--- src/rtl/fifo_push_compactor_4w_if.sv ---
// Lane-group input, FIFO write strobes and FIFO space flags for fifo_push_compactor_4w.
// The slave modport is the compactor; the master modport is its environment (upstream and FIFO).
interface fifo_push_compactor_4w_if #(
  parameter int unsigned DWIDTH = 32
);
  logic [3:0]        in_valid;
  logic [DWIDTH-1:0] in_data0;
  logic [DWIDTH-1:0] in_data1;
  logic [DWIDTH-1:0] in_data2;
  logic [DWIDTH-1:0] in_data3;
  logic              in_ready;
  logic              push0;
  logic              push1;
  logic              push2;
  logic              push3;
  logic [DWIDTH-1:0] push_data0;
  logic [DWIDTH-1:0] push_data1;
  logic [DWIDTH-1:0] push_data2;
  logic [DWIDTH-1:0] push_data3;
  logic              fifo_full;
  logic              fifo_1left_to_full;
  logic              fifo_2left_to_full;
  logic              fifo_3left_to_full;
  logic              busy;

  modport slave (
    input  in_valid, in_data0, in_data1, in_data2, in_data3,
    input  fifo_full, fifo_1left_to_full, fifo_2left_to_full, fifo_3left_to_full,
    output in_ready, busy,
    output push0, push1, push2, push3,
    output push_data0, push_data1, push_data2, push_data3
  );

  modport master (
    output in_valid, in_data0, in_data1, in_data2, in_data3,
    output fifo_full, fifo_1left_to_full, fifo_2left_to_full, fifo_3left_to_full,
    input  in_ready, busy,
    input  push0, push1, push2, push3,
    input  push_data0, push_data1, push_data2, push_data3
  );
endinterface

--- src/rtl/fifo_push_compactor_4w.sv ---
// Compacts a sparse 4-lane group into contiguous FIFO pushes limited by free space;
// entries that do not fit are staged and drained on later cycles.
module fifo_push_compactor_4w #(
  parameter int unsigned DWIDTH = 32
) (
  input logic                     clk,
  input logic                     rst_n,
  fifo_push_compactor_4w_if.slave bus
);

  logic [2:0]        pend_cnt;
  logic [DWIDTH-1:0] pend     [4];
  logic              rst_done;

  logic [DWIDTH-1:0] lane     [4];
  logic [DWIDTH-1:0] comp     [4];
  logic [2:0]        n_valid;
  logic [DWIDTH-1:0] src      [4];
  logic [2:0]        src_cnt;
  logic [2:0]        free;
  logic [2:0]        npush;
  logic [DWIDTH-1:0] shifted  [4];
  logic [DWIDTH-1:0] pdata    [4];
  logic [3:0]        push;
  logic              in_ready_w;

  assign lane[0] = bus.in_data0;
  assign lane[1] = bus.in_data1;
  assign lane[2] = bus.in_data2;
  assign lane[3] = bus.in_data3;

  assign in_ready_w = rst_done & (pend_cnt == 3'd0);

  always_comb begin
    if (bus.fifo_full)               free = 3'd0;
    else if (bus.fifo_1left_to_full) free = 3'd1;
    else if (bus.fifo_2left_to_full) free = 3'd2;
    else if (bus.fifo_3left_to_full) free = 3'd3;
    else                             free = 3'd4;
  end

  always_comb begin
    n_valid = '0;
    for (int unsigned i = 0; i < 4; i++) comp[i] = '0;
    for (int unsigned i = 0; i < 4; i++) begin
      if (bus.in_valid[i]) begin
        comp[n_valid[1:0]] = lane[i];
        n_valid            = n_valid + 3'd1;
      end
    end
  end

  // One datapath serves both modes: the source is the staging buffer while it
  // holds entries, otherwise the compacted input group (only when ready).
  always_comb begin
    if (pend_cnt != 3'd0) begin
      src     = pend;
      src_cnt = pend_cnt;
    end else if (in_ready_w) begin
      src     = comp;
      src_cnt = n_valid;
    end else begin
      for (int unsigned i = 0; i < 4; i++) src[i] = '0;
      src_cnt = '0;
    end
    npush = (src_cnt < free) ? src_cnt : free;
  end

  always_comb begin
    int unsigned idx;
    for (int unsigned i = 0; i < 4; i++) begin
      push[i]    = (3'(i) < npush);
      pdata[i]   = push[i] ? src[i] : '0;
      idx        = i + 32'(npush);
      shifted[i] = (idx < 4) ? src[idx[1:0]] : '0;
    end
  end

  always_ff @(posedge clk or negedge rst_n) begin
    if (!rst_n) begin
      pend_cnt <= '0;
      rst_done <= 1'b0;
      for (int unsigned i = 0; i < 4; i++) pend[i] <= '0;
    end else begin
      rst_done <= 1'b1;
      pend_cnt <= src_cnt - npush;
      pend     <= shifted;
    end
  end

  assign bus.in_ready   = in_ready_w;
  assign bus.busy       = (pend_cnt != 3'd0);
  assign bus.push0      = push[0];
  assign bus.push1      = push[1];
  assign bus.push2      = push[2];
  assign bus.push3      = push[3];
  assign bus.push_data0 = pdata[0];
  assign bus.push_data1 = pdata[1];
  assign bus.push_data2 = pdata[2];
  assign bus.push_data3 = pdata[3];

endmodule

--- src/flat_wrapper.sv ---
// flat-port wrapper written by rule: the top's interface ports become plain ports
module fifo_push_compactor_4w_flat 
#(
  parameter int unsigned DWIDTH = 32
)
  (clk, rst_n, bus_in_valid, bus_in_data0, bus_in_data1, bus_in_data2, bus_in_data3, bus_fifo_full, bus_fifo_1left_to_full, bus_fifo_2left_to_full, bus_fifo_3left_to_full, bus_in_ready, bus_busy, bus_push0, bus_push1, bus_push2, bus_push3, bus_push_data0, bus_push_data1, bus_push_data2, bus_push_data3);
  fifo_push_compactor_4w_if #(.DWIDTH(DWIDTH)) bus_i ();
  input logic clk;
  input logic rst_n;
  input wire logic [$bits(bus_i.in_valid)-1:0] bus_in_valid;
  input wire logic [$bits(bus_i.in_data0)-1:0] bus_in_data0;
  input wire logic [$bits(bus_i.in_data1)-1:0] bus_in_data1;
  input wire logic [$bits(bus_i.in_data2)-1:0] bus_in_data2;
  input wire logic [$bits(bus_i.in_data3)-1:0] bus_in_data3;
  input wire logic [$bits(bus_i.fifo_full)-1:0] bus_fifo_full;
  input wire logic [$bits(bus_i.fifo_1left_to_full)-1:0] bus_fifo_1left_to_full;
  input wire logic [$bits(bus_i.fifo_2left_to_full)-1:0] bus_fifo_2left_to_full;
  input wire logic [$bits(bus_i.fifo_3left_to_full)-1:0] bus_fifo_3left_to_full;
  output wire logic [$bits(bus_i.in_ready)-1:0] bus_in_ready;
  output wire logic [$bits(bus_i.busy)-1:0] bus_busy;
  output wire logic [$bits(bus_i.push0)-1:0] bus_push0;
  output wire logic [$bits(bus_i.push1)-1:0] bus_push1;
  output wire logic [$bits(bus_i.push2)-1:0] bus_push2;
  output wire logic [$bits(bus_i.push3)-1:0] bus_push3;
  output wire logic [$bits(bus_i.push_data0)-1:0] bus_push_data0;
  output wire logic [$bits(bus_i.push_data1)-1:0] bus_push_data1;
  output wire logic [$bits(bus_i.push_data2)-1:0] bus_push_data2;
  output wire logic [$bits(bus_i.push_data3)-1:0] bus_push_data3;
  assign bus_i.in_valid = bus_in_valid;
  assign bus_i.in_data0 = bus_in_data0;
  assign bus_i.in_data1 = bus_in_data1;
  assign bus_i.in_data2 = bus_in_data2;
  assign bus_i.in_data3 = bus_in_data3;
  assign bus_i.fifo_full = bus_fifo_full;
  assign bus_i.fifo_1left_to_full = bus_fifo_1left_to_full;
  assign bus_i.fifo_2left_to_full = bus_fifo_2left_to_full;
  assign bus_i.fifo_3left_to_full = bus_fifo_3left_to_full;
  assign bus_in_ready = bus_i.in_ready;
  assign bus_busy = bus_i.busy;
  assign bus_push0 = bus_i.push0;
  assign bus_push1 = bus_i.push1;
  assign bus_push2 = bus_i.push2;
  assign bus_push3 = bus_i.push3;
  assign bus_push_data0 = bus_i.push_data0;
  assign bus_push_data1 = bus_i.push_data1;
  assign bus_push_data2 = bus_i.push_data2;
  assign bus_push_data3 = bus_i.push_data3;
  fifo_push_compactor_4w #(.DWIDTH(DWIDTH)) u_core (.clk(clk), .rst_n(rst_n), .bus(bus_i));
endmodule
--- config.mk ---
export PLATFORM = sky130hd
export DESIGN_NAME = fifo_push_compactor_4w_flat
export DESIGN_NICKNAME = d
export VERILOG_FILES = /design/src/rtl/fifo_push_compactor_4w_if.sv /design/src/rtl/fifo_push_compactor_4w.sv /design/src/flat_wrapper.sv
export SDC_FILE = /design/constraint.sdc
export NUM_CORES = 1
export LEC_CHECK = 0
export ABC_AREA = 1
export BUFFER_PORTS_ARGS = -buffer_cell sky130_fd_sc_hd__buf_2
export CORE_MARGIN = 1.5
export CORE_UTILIZATION = 55
export CTS_CLUSTER_SIZE = 25
export DETAILED_ROUTE_END_ITERATION = 12
export PLACE_DENSITY = 0.83
export SLEW_MARGIN = 40
export SYNTH_ARGS = -nofsm -noshare
export SYNTH_HDL_FRONTEND = slang
export SYNTH_SLANG_ARGS = --single-unit
--- constraint.sdc ---
create_clock -name clk -period 8.08 [get_ports clk]
set_input_delay 0 -clock clk [delete_from_list [all_inputs] [get_ports clk]]
set_output_delay 0 -clock clk [all_outputs]
set_load 0.1 [all_outputs]
Word-level counts from Yosys, hierarchy flattened
Cells that the tools add are included.

storage, ports and cells
  flip-flop bits (word level) = 132
  latch bits = 0
  RAM bits = 0
  bits in read-only memories = 0
  output and inout port bits = 134
  logic and storage cells = 91
  memories kept = 0

operators by class
  add/sub/neg operators = 7
  multiply operators = 0
  divide/modulo/power cells = 0
  magnitude comparators = 19
  equality and inequality tests = 0
  shifts and indexed selects = 0
  multiplexer cells = 46
  bitwise logic cells = 8
  reduce and logical (&&, ||, !) cells = 5

operator list
  kind                                                      number
  two-way mux 128 bit                                       5
  two-way mux 32 bit                                        20
  bitwise mux 128 bit                                       3
  binary-select mux 32 bit (select 2 bit)                   4
  demux 32 bit (select 2 bit)                               3
  < comparator 32 x 3 -> 1 bit, second input constant       3
  two-way mux 3 bit                                         10
  greater-or-equal comparator 3 bit, second input constant  7
  NOT 2 -> 3 bit                                            6
  < comparator 3 x 1 -> 1 bit, second input constant        3
  adder 2 x 3 -> 4 bit, first input constant                2
  adder 3 x 1 -> 3 bit, second input constant               2
  < comparator 1 x 3 -> 1 bit, first input constant         2
  < comparator 2 x 3 -> 1 bit, first input constant         2
  adder 1 x 3 -> 4 bit, first input constant                1
  logical AND 1 bit                                         3
  zero test 3 bit                                           1
  < comparator 3 bit                                        1
  < comparator 3 bit, second input constant                 1
  NOT 1 -> 3 bit                                            1
  nonzero test 3 bit                                        1
  subtractor 3 bit                                          1
  adder 1 x 1 -> 2 bit, second input constant               1
  AND 1 bit                                                 1
  two-way mux 1 bit                                         1

Longest topological paths before layout
Gate-level depths: netlist of the first run.

  depth after elaboration = 18
  mapped depth = 29

Worst setup path after synthesis of the first run
No wires, ideal clock.

  path type = register to output
  start point = register u_core.pend_cnt[2]
  end point = output bus_push_data3[25]
  arrival = 5.284 ns
  required time = 8.080 ns
  setup slack = 2.796 ns
  stages on the path, launching flop included = 12
  buffers on the path = 4
  cells stage by stage = dfrtp_1 > nor2_1 > nand2_1 > nor2_2 > buf_2 > buf_1 > a21o_1 > ha_1 > clkbuf_1 > inv_1 > clkbuf_1 > a21oi_1

on the way
  word-level cells in the longest chain between the ends = 8
  elaborated cells between the ends (all ways) = 11
  those cells by class = order compare (2); mux (6); bitwise (1); reduce/logical (2)

RTL lines
  what                           line                          RTL
  from (decl)                    fifo_push_compactor_4w.sv:11  logic [2:0] pend_cnt;
  from (signal assigned)         fifo_push_compactor_4w.sv:86  pend_cnt <= src_cnt - npush;
  zero test 3 bit *              fifo_push_compactor_4w.sv:32  assign in_ready_w = rst_done & (pend_cnt == 3'd0);
  AND 1 bit *                    fifo_push_compactor_4w.sv:32
  named net bus_in_ready         flat_wrapper.sv:19            output wire logic [$bits(bus_i.in_ready)-1:0] bus_in_ready;
  two-way mux 3 bit *            fifo_push_compactor_4w.sv:59  end else if (in_ready_w) begin
  two-way mux 3 bit *            fifo_push_compactor_4w.sv:56  if (pend_cnt != 3'd0) begin
  < comparator 3 bit             fifo_push_compactor_4w.sv:66  npush = (src_cnt < free) ? src_cnt : free;
  two-way mux 3 bit *            fifo_push_compactor_4w.sv:66
  < comparator 2 x 3 -> 1 bit *  fifo_push_compactor_4w.sv:72  push[i] = (3'(i) < npush);
  named net bus_push3            flat_wrapper.sv:24            output wire logic [$bits(bus_i.push3)-1:0] bus_push3;
  two-way mux 32 bit *           fifo_push_compactor_4w.sv:73  pdata[i] = push[i] ? src[i] : '0;
  to (decl)                      flat_wrapper.sv:28            output wire logic [$bits(bus_i.push_data3)-1:0] bus_push_data3;

Mark *: on every way through the listed nets, which the timed path passes. The rest lies on a longest branch.

Final worst setup path of the first run
  start point = input bus_in_valid[0]
  end point = output bus_push_data0[11]

on the way
  word-level cells in the longest chain between the ends = 15
  elaborated cells between the ends (all ways) = 40
  those cells by class = add/sub (3); order compare (8); mux (23); bitwise (3); reduce/logical (3)

RTL lines
  what                                                           line                          RTL
  from (decl)                                                    flat_wrapper.sv:10            input wire logic [$bits(bus_i.in_valid)-1:0] bus_in_valid;
  branches (longest 14 deep; another with adder 3 x 1 -> 3 bit)  --
  two-way mux 32 bit *                                           fifo_push_compactor_4w.sv:73
  to (decl)                                                      flat_wrapper.sv:25            output wire logic [$bits(bus_i.push_data0)-1:0] bus_push_data0;

Every way passes the cells marked *.

==> metrics.cfg, run 1 <==
[grt]
grt_pass1_wl_um = 73400
grt_pass1_vias = 12883
gr-total-overflow = 0
grt_use_total = 0.437
grt_max_degree = 123
antenna_found_initial = 0

[pwr]
leakage_nw = 7.73
power_density_nw_per_um2 = 538
peakVddDrop_mv = 0.614

[synth]
synth_xor_area_frac = 0.00221
yosys.area_share.simple = 0.412
ys_warn_count = 0
async_reset_ff_frac = 1.00
yosys.area.top_type = dfrtp_1
synthAdderAreaFrac = 0.0132
syn_nets = 2195
synth_cell_types = 35
syn_inst = 2045
synth_compound_area_frac = 0.182
synth_top_flop_cell = dfrtp_1
synth.avg_cell_area_sq_um = 5.82
syn-cell-area_sq_um = 11900
synth_edf_count = 0
synth_top_family_by_area = simple AND/OR/NAND/NOR gates
synth.mux.area_fraction = 0
ys_ff_latch = 132
synth.yosys.seq_area_share = 0.277
synth_area_leaders = dfrtp_1, nand2_1, nand3_1
yosysTopAreaCellShare = 0.277

[cells_and_area]
final_cell_area_sq_um = 13900
seq_area_sq_um = 3300
diodes = 0
fillers = 1965
area_growth_pct = 16.3
drive_gt1_frac = 0.161
multi_input_area_sq_um = 7320
finalNetCount = 2350

[detailed_routing]
num_vias = 14953
via_per_inst = 6.01
ant_nets = 0
post-route-drc-count = 0
dr.pass1.iters = 7
drt-initial-drc-count = 1683
wire_per_inst_um = 20.2
drt-total-wl_um = 50300

[clock_tree]
insertion_delay_ps = 430
cts_tree = built
clkTransAtPathRegs_ps = 60
post_cts_buffers = 0
ctsRootBufferMaster = clkbuf_16
cts_buffer_depth = 2
cts_resized = 0
cts_hold_buf = 1
cts.htree.levels = 4
clock-sinks = 132
cts_buffers = 17

[sta]
fin_worst_skew_ps = 4.64
tns_ps = 0
setup_violations = 0
tightest_slew_ps = 910
fin_crit_sh = 0.738
fmax_ghz = 0.168
rsz0062_at_grt = no
hold_viol = 0
final.setup.worst_slack_ps = 2120
drv_slew = 0
maxSlewHeadroom = 0.387
period_minus_slack_ps = 5960

[place]
io_buffers = 271
hpwlAfterDp_um = 35600
place.gp.congestion = 1.01
placed_cell_area_sq_um = 13200
place_ws_ps = 2080

[critical_path]
worstPathArrival_ps = 5960
cpLargestDelayFamily = simple AND/OR/NAND/NOR gates
crit_buf_inv = 5
slowest_delay_ps = 620
worstPathMaxFanout = 65
critical_path_class = input port to output port
crit_chain = buf_2 -> inv_1 -> ha_1 -> nand2_4 -> o21ai_2 -> nor2_2 -> inv_2 -> nand2_2 -> a21o_1 -> ha_1 -> a21oi_1 -> nand2_2 -> nand2_1 -> nand2_4 -> nor2_2 -> buf_4 -> a21oi_1 -> buf_2
crit_slowest_cell = nor2_2
crit_required_ps = 8080
ff2ff_setup_slack_ps = 3250
cp-start-kind = input port
worstSetupEndpointType = output port

[die]
die_h_um = 150
num_rows = 53
core_sq_um = 21200
die_w_um = 150
dieArea_sq_um = 22500
initial_utilization = 0.563
ios = 272

[flow_run]
max_cap_violations = 0

[hold_path]
min_path_type = input port to flop

[run_status]
outcome = finished clean

metrics by stage:
step | hold slack [ps] | std cells | power (mW) | util
2_1_floorplan | -296 | 2045 | 5.23 | -
3_3_place_gp | 131 | 2454 | 6.30 | 0.620
3_5_place_dp | 139 | 2455 | 6.39 | 0.622
4_1_cts | 78.9 | 2488 | 7.30 | 0.654
5_1_grt | 120 | 2488 | 7.87 | 0.655
6_report | 89.0 | 2488 | 7.45 | 0.655
state kept, by name (all words and copies together) (netlist names):
| register | count |
|---|---|
| u_core.rst_done | 1 |
| u_core.pend_cnt | 3 |
| u_core.pend | 128 |
cells in the mapped netlist (3+ instances only):
library cell  instances
dfrtp_1             132
nand3_1             262
a31oi_1              11
clkbuf_1             85
o21ai_1              40
and2_1               20
inv_1               170
a21oi_1              67
nor2_2                4
o21ai_0             140
nand2_1             716
buf_1                18
o211ai_1             91
or2_2                 3
ha_1                 11
nor2_1              170
nand2_2               7
inv_2                 6
buf_4                 6
buf_2                47
o22ai_1              20
routing by layer:
layer  vias to the layer above  track usage  wire, um
li1                       6946            -         -
met1                      6737        0.614     19900
met2                      1156        0.593     20000
met3                       112        0.179      8690
met4                         2        0.158      1540
met5                         -       0.0386       116
where the power goes:
part           switching, mW  internal (mW)  leakage (nW)
combinational           4.27           1.26          5.70
sequential            0.0673          0.959          1.72
clock                  0.311          0.579         0.314
cells in the final DEF (no fill, tap or decap), types with 20 or more instances in the layout:
| cell type | Yosys | final |
|---|---|---|
| nand2_1 | 716 | 712 |
| buf_2 | 47 | 270 |
| nand3_1 | 262 | 261 |
| inv_1 | 170 | 170 |
| nor2_1 | 170 | 169 |
| o21ai_0 | 140 | 140 |
| dfrtp_1 | 132 | 132 |
| o211ai_1 | 91 | 91 |
| a21oi_1 | 67 | 67 |
| o21ai_1 | 40 | 40 |
| o22ai_1 | 20 | 20 |
| and2_1 | 20 | 20 |
worst paths after layout:
kind                                                   start                      endpoint  cells after the start
worst min-delay path                  bus_fifo_1left_to_full  u_core.pend_cnt[2]$_DFF_PN0_                      5
worst min register to register     u_core.pend[65]$_DFF_PN0_     u_core.pend[97]$_DFF_PN0_                      4
worst max-delay path                         bus_in_valid[0]            bus_push_data0[11]                     18
worst max register to register  u_core.pend_cnt[2]$_DFF_PN0_     u_core.pend[88]$_DFF_PN0_                     12
min in group asynchronous                              rst_n     u_core.pend[63]$_DFF_PN0_                      2
max in group asynchronous                              rst_n     u_core.pend[45]$_DFF_PN0_                      3
cells by family after synthesis:
group,count (synthesis)
AO/OA/AOI/OAI,375
XOR/XNOR,3
adder cells (fa/ha/maj),12
buffers and inverters,334
flip-flops,132
other,1
AND/OR/NAND/NOR,1188
area by class of cell:
| type | instances | area share |
|---|---|---|
| Sequential cell | 132 | 0.238 |
| Clock buffer | 19 | 0.0313 |
| Inverter | 176 | 0.0477 |
| Multi-Input combinational cell | 1579 | 0.529 |
| Timing Repair Buffer | 294 | 0.113 |
| Clock inverter | 13 | 0.0166 |
| Tap cell | 275 | 0.0248 |
tightest hold or removal path: cells and delay by family:
| kind | cells | cell delay (ps) |
|---|---|---|
| buf+inv | 2 | 190 |
| fa+ha+maj | 1 | 150 |
| xor+xnor | 1 | 60 |
| simple gates | 1 | 70 |
No activity file was read; power rests on OpenSTA's default activity.
==> inputs of run 2 (changes only) <==
--- a/config.mk
+++ b/config.mk
@@ -8,10 +8,10 @@
 export ABC_AREA = 1
 export BUFFER_PORTS_ARGS = -buffer_cell sky130_fd_sc_hd__buf_2
 export CORE_MARGIN = 1.5
-export CORE_UTILIZATION = 55
+export CORE_UTILIZATION = 51
 export CTS_CLUSTER_SIZE = 25
 export DETAILED_ROUTE_END_ITERATION = 12
-export PLACE_DENSITY = 0.83
+export PLACE_DENSITY = 0.81
 export SLEW_MARGIN = 40
 export SYNTH_ARGS = -nofsm -noshare
 export SYNTH_HDL_FRONTEND = slang
==> constraint.sdc (replaced) <==
create_clock -name clk -period 5.3 [get_ports clk]
set_input_delay 0 -clock clk [delete_from_list [all_inputs] [get_ports clk]]
set_output_delay 0 -clock clk [all_outputs]
set_load 0.1 [all_outputs]
==> run 2 against run 1 <==
- power up 51%
- wire length is 0.89% higher
- non-clock buffer count grew 9
- combinational power is 54% higher
- flip-flop and latch count did not move
- register-to-register slack got worse by 2400 ps
- core utilization decreased by 2.5 points
- clock-buffer cell count increased by 2
- via count rose by 0.23%
- first-iteration DRC count rose by 38%
- highest routed layer is now met4
==> metrics.cfg, run 2 (synthesis results as in run 1) <==
[run_status]
outcome = finished clean

[die]
core_sq_um = 22800  ; +7.7%
dieArea_sq_um = 24300  ; +7.7%
die_w_um = 156  ; +3.8%
die_h_um = 156  ; +3.8%
ios = 272  ; unchanged
num_rows = 55  ; +3.8%
initial_utilization = 0.523  ; -0.0401

[critical_path]
crit_chain = buf_2 -> inv_1 -> ha_1 -> nand2_4 -> o21ai_2 -> nor2_2 -> buf_4 -> inv_2 -> nand2_2 -> a21o_1 -> ha_1 -> a21oi_1 -> nand2_2 -> nand2_1 -> nand2_4 -> nor2_4 -> buf_4 -> a21oi_1 -> buf_2
crit_slowest_cell = nor2_4
critical_path.startpoint = bus_in_valid[0]
worstSetupEndpointType = output port
worstReg2RegEnd = u_core.pend[90]$_DFF_PN0_
cpLargestDelayFamily = simple AND/OR/NAND/NOR gates
ff2ff_setup_slack_ps = 900  ; -2350 ps
worstPathMaxFanout = 53  ; -18%
crit_required_ps = 5300  ; -2780 ps
worstRegToRegCells = 19  ; +7
slowest_delay_ps = 610  ; about the same
cp-start-kind = input port
r2r_start = u_core.pend_cnt[2]$_DFF_PN0_
critical_path_class = input port to output port
crit_buf_inv = 6  ; +1
worstPathArrival_ps = 4950  ; -1010 ps

[hold_path]
min_path_type = input port to flop
hold_path_end = u_core.pend_cnt[2]$_DFF_PN0_
hold_path_depth = 5  ; unchanged
min_from = bus_fifo_3left_to_full

[grt]
grt_pass1_vias = 12936  ; +0.41%
grt_max_degree = 118  ; -4.1%
grt_use_total = 0.407  ; -0.0302
antenna_found_initial = 1  ; +1
grt_pass1_wl_um = 75200  ; +2.3%
gr-total-overflow = 0  ; unchanged

[sta]
rsz0062_at_grt = no
fmax_ghz = 0.202
maxSlewHeadroom = 0.345  ; -0.0420
tns_ps = 0  ; unchanged
hold_viol = 0  ; unchanged
drv_slew = 0  ; unchanged
fin_crit_sh = 0.934
setup_violations = 0  ; unchanged
tightest_slew_ps = 972  ; +62.3 ps
period_minus_slack_ps = 4950
fin_worst_skew_ps = 8.41  ; +3.77 ps

[cells_and_area]
largestRegisters = u_core.pend (128), u_core.pend_cnt (3), u_core.rst_done (1)
largest_register_ffs = 128  ; unchanged
final_common_cell = nand2_1
top_register = u_core.pend
drive_gt1_frac = 0.162  ; +0.000611
area_growth_pct = 20.4
mostFrequentLayoutCells = nand2_1, nand3_1, buf_2
final_util = 0.629  ; -0.0254
fillers = 2164  ; +10%
finalNetCount = 2359  ; +0.38%

[detailed_routing]
via_per_inst = 5.92  ; -1.5%
wire_per_inst_um = 20.0  ; -0.83%
drt-total-wl_um = 50700  ; +0.89%
drt-initial-drc-count = 2318  ; +38%
dr.pass1.iters = 7  ; unchanged
post-route-drc-count = 0  ; unchanged
num_vias = 14987  ; +0.23%
ant_nets = 0  ; unchanged

[clock_tree]
cts_tree = built
ctsRootBufferMaster = clkbuf_16
clkTransAtPathRegs_ps = 50  ; about the same
clock-sinks = 132  ; unchanged
cts_buffers = 17  ; unchanged
cts.htree.levels = 4  ; unchanged
insertion_delay_ps = 420  ; about the same
post_cts_buffers = 0  ; unchanged
cts_hold_buf = 1  ; unchanged
cts_resized = 0  ; unchanged
cts_buffer_depth = 2  ; unchanged

[pwr]
leakage_nw = 7.81  ; +0.97%
power_density_nw_per_um2 = 782  ; +46%
total_power_mw = 11.2  ; +51%
peakVddDrop_mv = 0.897  ; +46%

[place]
io_buffers = 271  ; unchanged
place.gp.congestion = 0.957  ; -5.6%
hpwlAfterDp_um = 35600  ; +0.18%

[flow_run]
max_cap_violations = 0  ; unchanged

## run 2: cell count changes in the layout (fill, tap and decap cells not counted), sizes merged
cell,before,now
bufinv,6,2
buf,292,301
clkinvlp,3,1
diode,0,1
clkbuf,20,22
inv,177,176
## run 2: tightest hold or removal path, cell delays in order
cell	delay (ps)
buf_2	100
nor4_1	90
inv_1	90
ha_1	160
xnor2_1	60
## run 2: where the power goes
group / switching, mW / leakage [nW] / internal (mW)
logic: 6.55 / 5.82 / 1.97
registers: 0.107 / 1.72 / 1.46
clock network: 0.431 / 0.266 / 0.701
total: 7.08 / 7.81 / 4.13
## run 2: worst max path at each step
stage | to | slack [ps] | depth (start not counted)
floorplan | bus_push_data3[25] | 20 | 11
global placement | bus_push_data2[17] | 490 | 19
detailed placement | u_core.pend[93]$_DFF_PN0_ | 380 | 20
CTS | bus_push_data2[17] | 440 | 20
global route | bus_push_data0[9] | 70 | 19
finish | bus_push_data0[7] | 350 | 19
## run 2: metrics by stage
| step | hold slack [ps] | area (sq um) | setup WS (ps) | cells |
|---|---|---|---|---|
| after global routing | 153 | 14300 | 70.9 | 2531 |
| after floorplan | -296 | 11900 | 16.0 | 2045 |
| after global placement | 192 | 13700 | 486 | 2501 |
| after detailed placement | 57.0 | 13800 | 377 | 2502 |
| final | 129 | 14300 | 348 | 2531 |
| after CTS | 113 | 14300 | 439 | 2530 |
## run 2: cell type report
| cell class | count | area [sq um] | area share |
|---|---|---|---|
| flip-flops and latches | 132 | 3300 | 0.230 |
| multi-input cells | 1579 | 7310 | 0.510 |
| repair buffers | 303 | 2120 | 0.148 |
| inverters | 176 | 661 | 0.0461 |
| clock buffers | 21 | 460 | 0.0321 |
| diodes | 1 | 2.50 | 0.000175 |
| clock inverters | 6 | 82.6 | 0.00576 |
| well taps | 313 | 392 | 0.0273 |
## run 2: layer usage
| layer | track usage | vias up | share of wire |
|---|---|---|---|
| li1 | - | 6952 | - |
| met1 | 0.583 | 6744 | 0.40 |
| met2 | 0.559 | 1190 | 0.40 |
| met3 | 0.170 | 101 | 0.17 |
| met4 | 0.102 | 0 | 0.022 |
| met5 | 0 | - | 0 |
